**config.mk**
```make
export PLATFORM = sky130hd
export DESIGN_NAME = sm_qam_mapper
export DESIGN_NICKNAME = d
export VERILOG_FILES = /design/src/rtl/sm_qam_mapper.sv
export SDC_FILE = /design/constraint.sdc
export NUM_CORES = 1
export LEC_CHECK = 0
export ABC_AREA = 1
export ABC_CLOCK_PERIOD_IN_PS = 3850
export CAP_MARGIN = 20
export CELL_PAD_IN_SITES_DETAIL_PLACEMENT = 1
export CELL_PAD_IN_SITES_GLOBAL_PLACEMENT = 2
export CORE_MARGIN = 2
export CORE_UTILIZATION = 38
export CTS_CLUSTER_DIAMETER = 30
export DETAILED_ROUTE_END_ITERATION = 7
export PLACE_DENSITY = 0.87
export SLEW_MARGIN = 20
export SYNTH_ARGS = -nofsm -noshare
export SYNTH_HDL_FRONTEND = slang
export SYNTH_SLANG_ARGS = --single-unit
```
**constraint.sdc**
```tcl
create_clock -name clk -period 3.85 [get_ports clk]
set_input_delay 0.5775 -clock clk [delete_from_list [all_inputs] [get_ports clk]]
set_output_delay 0.5775 -clock clk [all_outputs]
set_load 0.05 [all_outputs]
```
**src/rtl/sm_qam_mapper.sv**
```systemverilog
// Serial-bit to BPSK/QPSK/16-QAM Gray mapper with a registered output FIFO.
// Optional status counters (sym_cnt, ovf) are built when SM_STATUS_EN is defined.
module sm_qam_mapper #(
  parameter int unsigned OUT_W = 4,
  parameter int unsigned DEPTH = 4
) (
  input  logic             clk,
  input  logic             rst_n,
  input  logic [1:0]       mode,
  input  logic             flush,
  input  logic             din,
  input  logic             in_valid,
  output logic             in_ready,
  output logic [OUT_W-1:0] I_out,
  output logic [OUT_W-1:0] Q_out,
  output logic             out_valid,
  input  logic             out_ready
`ifdef SM_STATUS_EN
  ,
  output logic [15:0]      sym_cnt,
  output logic             ovf
`endif
);

  localparam int unsigned AW = (DEPTH > 1) ? $clog2(DEPTH) : 1;

  typedef enum logic [1:0] {
    ModeBpsk  = 2'd0,
    ModeQpsk  = 2'd1,
    ModeQam16 = 2'd2,
    ModeRsvd  = 2'd3
  } mode_e;

  // Binary-antipodal level: 0 -> -1, 1 -> +1.
  function automatic logic [OUT_W-1:0] lvl2(input logic b);
    return b ? OUT_W'(1) : OUT_W'(-1);
  endfunction

  // Gray-coded 4-PAM level: 00 -> -3, 01 -> -1, 11 -> +1, 10 -> +3.
  function automatic logic [OUT_W-1:0] lvl4(input logic [1:0] b);
    logic [OUT_W-1:0] l;
    case (b)
      2'b00:   l = OUT_W'(-3);
      2'b01:   l = OUT_W'(-1);
      2'b11:   l = OUT_W'(1);
      default: l = OUT_W'(3);
    endcase
    return l;
  endfunction

  logic [2:0]       acc_q;
  logic [2:0]       cnt_q, cnt_d;
  mode_e            smode_q, smode_d, smode_cur;
  logic [3:0]       word;
  logic [2:0]       sym_len;
  logic             accept, push, pop;
  logic [OUT_W-1:0] map_i, map_q;

  logic [OUT_W-1:0] mem_i [DEPTH];
  logic [OUT_W-1:0] mem_q [DEPTH];
  logic [AW-1:0]    wr_q, wr_d, rd_q, rd_d;
  logic [AW:0]      occ_q, occ_d;

  assign in_ready  = (occ_q != (AW+1)'(DEPTH));
  assign out_valid = (occ_q != '0);
  assign I_out     = out_valid ? mem_i[rd_q] : '0;
  assign Q_out     = out_valid ? mem_q[rd_q] : '0;

  assign accept = in_valid && in_ready && !flush;
  assign pop    = out_valid && out_ready;
  // Full 4-bit word including the bit arriving this cycle, MSB first.
  assign word   = {acc_q, din};

  always_comb begin
    // The mode input only matters on the first bit of a symbol.
    smode_cur = (cnt_q == 3'd0) ? mode_e'(mode) : smode_q;
    case (smode_cur)
      ModeBpsk:  sym_len = 3'd1;
      ModeQam16: sym_len = 3'd4;
      default:   sym_len = 3'd2;
    endcase
  end

  always_comb begin
    case (smode_cur)
      ModeBpsk: begin
        map_i = lvl2(word[0]);
        map_q = '0;
      end
      ModeQam16: begin
        map_i = lvl4(word[3:2]);
        map_q = lvl4(word[1:0]);
      end
      default: begin
        map_i = lvl2(word[1]);
        map_q = lvl2(word[0]);
      end
    endcase
  end

  always_comb begin
    cnt_d   = cnt_q;
    smode_d = smode_q;
    push    = 1'b0;
    if (flush) begin
      cnt_d = 3'd0;
    end else if (accept) begin
      if (cnt_q == 3'd0) begin
        smode_d = smode_cur;
      end
      if (cnt_q + 3'd1 == sym_len) begin
        push  = 1'b1;
        cnt_d = 3'd0;
      end else begin
        cnt_d = cnt_q + 3'd1;
      end
    end
  end

  always_comb begin
    wr_d  = push ? wr_q + AW'(1) : wr_q;
    rd_d  = pop ? rd_q + AW'(1) : rd_q;
    occ_d = occ_q;
    case ({push, pop})
      2'b10:   occ_d = occ_q + (AW+1)'(1);
      2'b01:   occ_d = occ_q - (AW+1)'(1);
      default: occ_d = occ_q;
    endcase
  end

  always_ff @(posedge clk or negedge rst_n) begin
    if (!rst_n) begin
      acc_q   <= '0;
      cnt_q   <= '0;
      smode_q <= ModeQpsk;
      wr_q    <= '0;
      rd_q    <= '0;
      occ_q   <= '0;
    end else begin
      if (accept) begin
        acc_q <= word[2:0];
      end
      cnt_q   <= cnt_d;
      smode_q <= smode_d;
      wr_q    <= wr_d;
      rd_q    <= rd_d;
      occ_q   <= occ_d;
    end
  end

  // Storage needs no reset: out_valid masks stale entries.
  always_ff @(posedge clk) begin
    if (push) begin
      mem_i[wr_q] <= map_i;
      mem_q[wr_q] <= map_q;
    end
  end

`ifdef SM_STATUS_EN
  logic [15:0] sym_cnt_q;
  logic        ovf_q;

  always_ff @(posedge clk or negedge rst_n) begin
    if (!rst_n) begin
      sym_cnt_q <= '0;
      ovf_q     <= 1'b0;
    end else begin
      if (push) begin
        sym_cnt_q <= sym_cnt_q + 16'd1;
      end
      if (in_valid && !in_ready) begin
        ovf_q <= 1'b1;
      end
    end
  end

  assign sym_cnt = sym_cnt_q;
  assign ovf     = ovf_q;
`endif

endmodule

```
# ---- Yosys cells after proc, flatten, opt, wreduce, memory -nomap -nowiden
# Memory sizes are Yosys's and may differ from the RTL's.
# Cells that the tools add are included.
dict set report totals {
  in_bits 8
  out_inout_bits 10
  elab_cells 54
  n_memories 2
  ff_bits 15
  ram_bits 32
}
dict set report classes {
  add_sub_neg 5
  n_eq_ne 9
  n_mux 19
  reduce_logical 12
  bitwise 1
}
# memory depth word_bits read_ports rd_ports_with_merged_regs write_ports line_no
set memory_table {}
lappend memory_table {mem_i 4 4 1 0 1 59} ;# logic [OUT_W-1:0] mem_i [DEPTH];
lappend memory_table {mem_q 4 4 1 0 1 60} ;# logic [OUT_W-1:0] mem_q [DEPTH];
# cell n
set op_table {}
lappend op_table {{4-bit one-hot mux with 3 select lines} 2}
lappend op_table {{4-bit two-way mux} 4}
lappend op_table {{4-bit one-hot mux with 2 select lines} 2}
lappend op_table {{3-bit one-hot mux with 2 select lines} 2}
lappend op_table {{3-bit two-way mux} 3}
lappend op_table {{2-bit == test, second input constant} 4}
lappend op_table {{3-bit by 1-bit adder with 3-bit output, second input constant} 2}
lappend op_table {{2-bit by 1-bit == test with 1-bit output, second input constant} 3}
lappend op_table {{2-bit logical NOT} 3}
lappend op_table {{1-bit two-way mux} 5}
lappend op_table {{2-bit by 1-bit adder with 2-bit output, second input constant} 2}
lappend op_table {{2-bit nonzero test} 2}
lappend op_table {{3-bit == test} 1}
lappend op_table {{1-bit logical AND} 3}
lappend op_table {{3-bit logical NOT} 1}
lappend op_table {{3-bit != test, second input constant} 1}
lappend op_table {{3-bit AND reduction} 1}
lappend op_table {{3-bit nonzero test} 1}
lappend op_table {{3-bit by 1-bit subtractor with 3-bit output, second input constant} 1}
lappend op_table {{2-bit two-way mux} 1}
lappend op_table {{1-bit logical NOT} 1}
lappend op_table {{1-bit NOT} 1}

# ---- Logic depth before layout (Yosys ltp)
dict set report logic_depth {
  ltp_word 10
  depth_mapped 16
  depth_no_buf 16
}

# ---- Worst setup path after synthesis
# OpenSTA, ideal clock, no wires.
dict set report synth_path {
  path_type {reg2out}
  start {register rd_q[0]}
  end {output I_out[3]}
  setup_slack_ps 1263
  stages_incl_launch_ff 7
  required_ps 3273
  n_path_buf 2
  arrival_ps 2010
  path_cell_list {dfrtp_1 > clkbuf_1 > nor2_1 > nor2_1 > o21ai_0 > a21oi_1 > buf_4}
}
dict set report synth_via {
  elab_chain_len 2
}
# item line_no
set synth_lines {}
lappend synth_lines {{start, declared} 61} ;# logic [AW-1:0] wr_q, wr_d, rd_q, rd_d;
lappend synth_lines {{start signal, assigned} 146} ;# rd_q <= rd_d;
lappend synth_lines {{memory read 4 x 4 bit} n/a}
lappend synth_lines {{4-bit two-way mux} 66} ;# assign I_out = out_valid ? mem_i[rd_q] : '0;
lappend synth_lines {{end, declared} 14} ;# output logic [OUT_W-1:0] I_out,
# Every way passes these cells.

# ---- Final worst setup path
dict set report layout_path {
  start {register rd_q[0]}
  end {output Q_out[3]}
}
dict set report layout_via {
  elab_chain_len 2
}
# item line_no
set layout_lines {}
lappend layout_lines {{memory read 4 x 4 bit} n/a}
lappend layout_lines {{4-bit two-way mux} 67} ;# assign Q_out = out_valid ? mem_q[rd_q] : '0;
lappend layout_lines {{end, declared} 15} ;# output logic [OUT_W-1:0] Q_out,
# Every way passes these cells.

==> impl_metrics.yaml <==
cells_and_area:
  layout.nets: 239
  syn_to_final_growth_pct: 16.61
  final_cell_area_sq_um: 2187
  final_common_cell: "nand2_1"
  fin_util: 0.4600
  insertedDiodeCount: 0
  fill_cells: 565
  final-seq-area_sq_um: 977.2
  multiInputGateArea_sq_um: 752.0
  final_cell_mix: "30 x nand2_1, 29 x nor2_1, 26 x inv_1"
  drive_above_1_share: 0.09633
synthesis:
  yosysSeqAreaShare: 0.5210
  synth-main-ff-cell: "edfxtp_1"
  ys_ff_latch: 35
  synth_fp_nets: 221
  synth.yosys.warnings: 0
  post_synth_inst_count: 199
  async_flop_share: 0.4286
  avgSynthCellArea_sq_um: 9.425
  syn_area_sq_um: 1876
  synth_edf_count: 20
  synth.distinct_cells: 29
timing:
  hold_viol: 0
  finalSetupViolCount: 0
  finalWorstSetupSlack_ns: 0.9571
  post-route-period-util: 0.7514
  drv_slew: 0
  clock.fmax_ghz: 0.3457
  max_slew_margin: 0.4726
  fin_crit_ns: 2.893
  worstMarginPinSlew_ns: 0.7851
  grt_setup_unrepaired: "false"
  tns_ns: 0
  clock_skew_ns: 0.005470
power_and_ir_drop:
  power.total_w: 0.001938
  power_density_nw_per_um2: 886.1
  combPwrFrac: 0.539
  swShare: 0.4796
  p_switching_w: 0.0009295
  power_leakage_nw: 0.9283
  p_seq_frac: 0.316
  peakVddDrop_v: 0.0002751
  internal_power_w: 0.001008
  pwr-share-clk: 0.145
clock_tree:
  tritoncts: "yes"
  cts_setup_buffers: 0
  numCtsBuffers: 5
  clock_latency_ns: 0.29
  holdBufCountCts: 0
  clock_path_buffers: 2
  cts.sinks: 35
  cts_root_buf: "clkbuf_8"
  path_clk_slew_ns: 0.07
  h-tree-depth: 2
  cts_resized: 0
global_routing:
  grt_start_max_net_pins: 16
  grt_pass1_vias: 1412
  grt_overflow: 0
  grt_pass1_wl_microns: 6762
  antenna_found_initial: 0
  grtUsageTotal: 0.1643
floorplan:
  rows: 25
  core-area_sq_um: 4755
  die_w_microns: 74.26
  dieHeight_microns: 74.26
  pin_count: 18
  initial_utilization: 0.3945
  die-area_sq_um: 5514
route:
  wl_per_cell_microns: 13.86
  drt-initial-drc-count: 61
  dr.pass1.iters: 4
  ant_nets: 0
  dr_total_vias: 1351
  wl_microns: 3951
  vias_per_cell: 4.740
  remaining_drc_errors: 0
critical_path:
  cp_top_family: "buffers and inverters"
  cp_slowest_stage_delay_ns: 0.84
  cp-start-kind: "flop"
  crit_path_top_delay_cell: "clkdlybuf4s50_1"
  cp_num_buf_inv: 2
  crit_chain: "inv_1 > o21ai_0 > a21oi_1 > clkdlybuf4s50_1"
  crit_arrival_ns: 2.32
  endpoint_kind: "output port"
  criticalPathCategory: "reg2out"
  worstPathMaxFanout: 12
  cp.required_ns: 3.27
placed_design:
  dp_slack_ns: 0.9983
  hpwlAfterDp_microns: 2966
  place_area_sq_um: 2096
  portBuffers: 17
  place.gp.congestion: 0.7118
status:
  status: "finished, final reports clean"
job:
  maxCapViolations: 0
hold_path:
  hold_path_class: "reg2reg"
-- tightest hold or removal path, stage by stage, from the launching register on --
cell	delay, ns
dfrtp_1	0.35
nand2_1	0.05
o21ai_0	0.06
-- layout make-up --
cell class	count	area share
clock inverters	1	0.002288
well taps	67	0.03833
inverters	28	0.04805
repair buffers	18	0.08124
flip-flops and latches	35	0.4468
clock buffers	7	0.03947
multi-input cells	129	0.3438
-- synth_stat cells, drive strengths merged (2+ instances only) --
library cell  count  share of area
a21oi             8          0.023
buf               4          0.016
clkbuf            3         0.0060
dfrtp            14           0.19
edfxtp           20           0.32
ha               13          0.087
inv              28          0.056
nand2            35          0.079
nand3            11          0.039
nand4             2         0.0067
nor2             31          0.067
nor3              2         0.0053
o21ai            18          0.048
xnor2             3          0.014
-- metal layers --
| layer | vias up | global-route usage | share of wire |
|---|---|---|---|
| li1 | 676 | - | - |
| met1 | 652 | 0.1955 | 0.45 |
| met2 | 16 | 0.2946 | 0.51 |
| met3 | 7 | 0.03252 | 0.026 |
| met4 | 0 | 0.05952 | 0.017 |
| met5 | - | 0 | 0 |
-- logic make-up after synthesis --
kind of cell	after synthesis	synth area share
adders and majority gates	14	0.09740
buffers and inverters	35	0.07805
DFF	35	0.5210
xor gates and xnor gates	4	0.01868
and+or+nand+nor	82	0.2015
AOI/OAI and AO/OA	29	0.08339
-- power by group through the flow --
| stage | sequential (W) | combinational, W | clock [W] |
|---|---|---|---|
| after floorplan | 0.000576 | 0.000822 | 0 |
| after global placement | 0.000618 | 0.00103 | 0 |
| after detailed placement | 0.000621 | 0.00106 | 0 |
| after CTS | 0.000614 | 0.00107 | 0.000288 |
| after global routing | 0.000628 | 0.00116 | 0.000303 |
| final | 0.000612 | 0.00105 | 0.000281 |
-- path summary, 6_finish.rpt --
kind / cells past startpoint / endpoint / slack (ns) / from
worst max-delay path: 4 / Q_out[3] / 0.96 / rd_q[0]$_DFFE_PN0P_
worst min-delay path: 2 / smode_q[1]$_DFFE_PN0P_ / 0.50 / smode_q[1]$_DFFE_PN0P_
worst max register to register: 15 / occ_q[2]$_DFFE_PN0P_ / 1.24 / cnt_q[0]$_DFFE_PN0P_
worst min register to register: 2 / smode_q[1]$_DFFE_PN0P_ / 0.50 / smode_q[1]$_DFFE_PN0P_
max in group asynchronous: 1 / acc_q[1]$_DFFE_PN0P_ / 2.63 / rst_n
min in group asynchronous: 1 / occ_q[1]$_DFFE_PN0P_ / 0.74 / rst_n
-- through the flow --
stage,hold slack (ns),cells
4_1_cts,0.5036,285
5_1_grt,0.5471,285
2_1_floorplan,0.2819,199
6_report,0.4968,285
3_5_place_dp,0.4863,277
3_3_place_gp,0.4812,277
-- sequential cells by signal, summed over array words and instances, names as in the netlist --
name and flops:
wr_q 2, occ_q 3, cnt_q 3, rd_q 2, acc_q 3, smode_q 2
mem_q 12, mem_i 8
(Power assumes the default switching activity.)
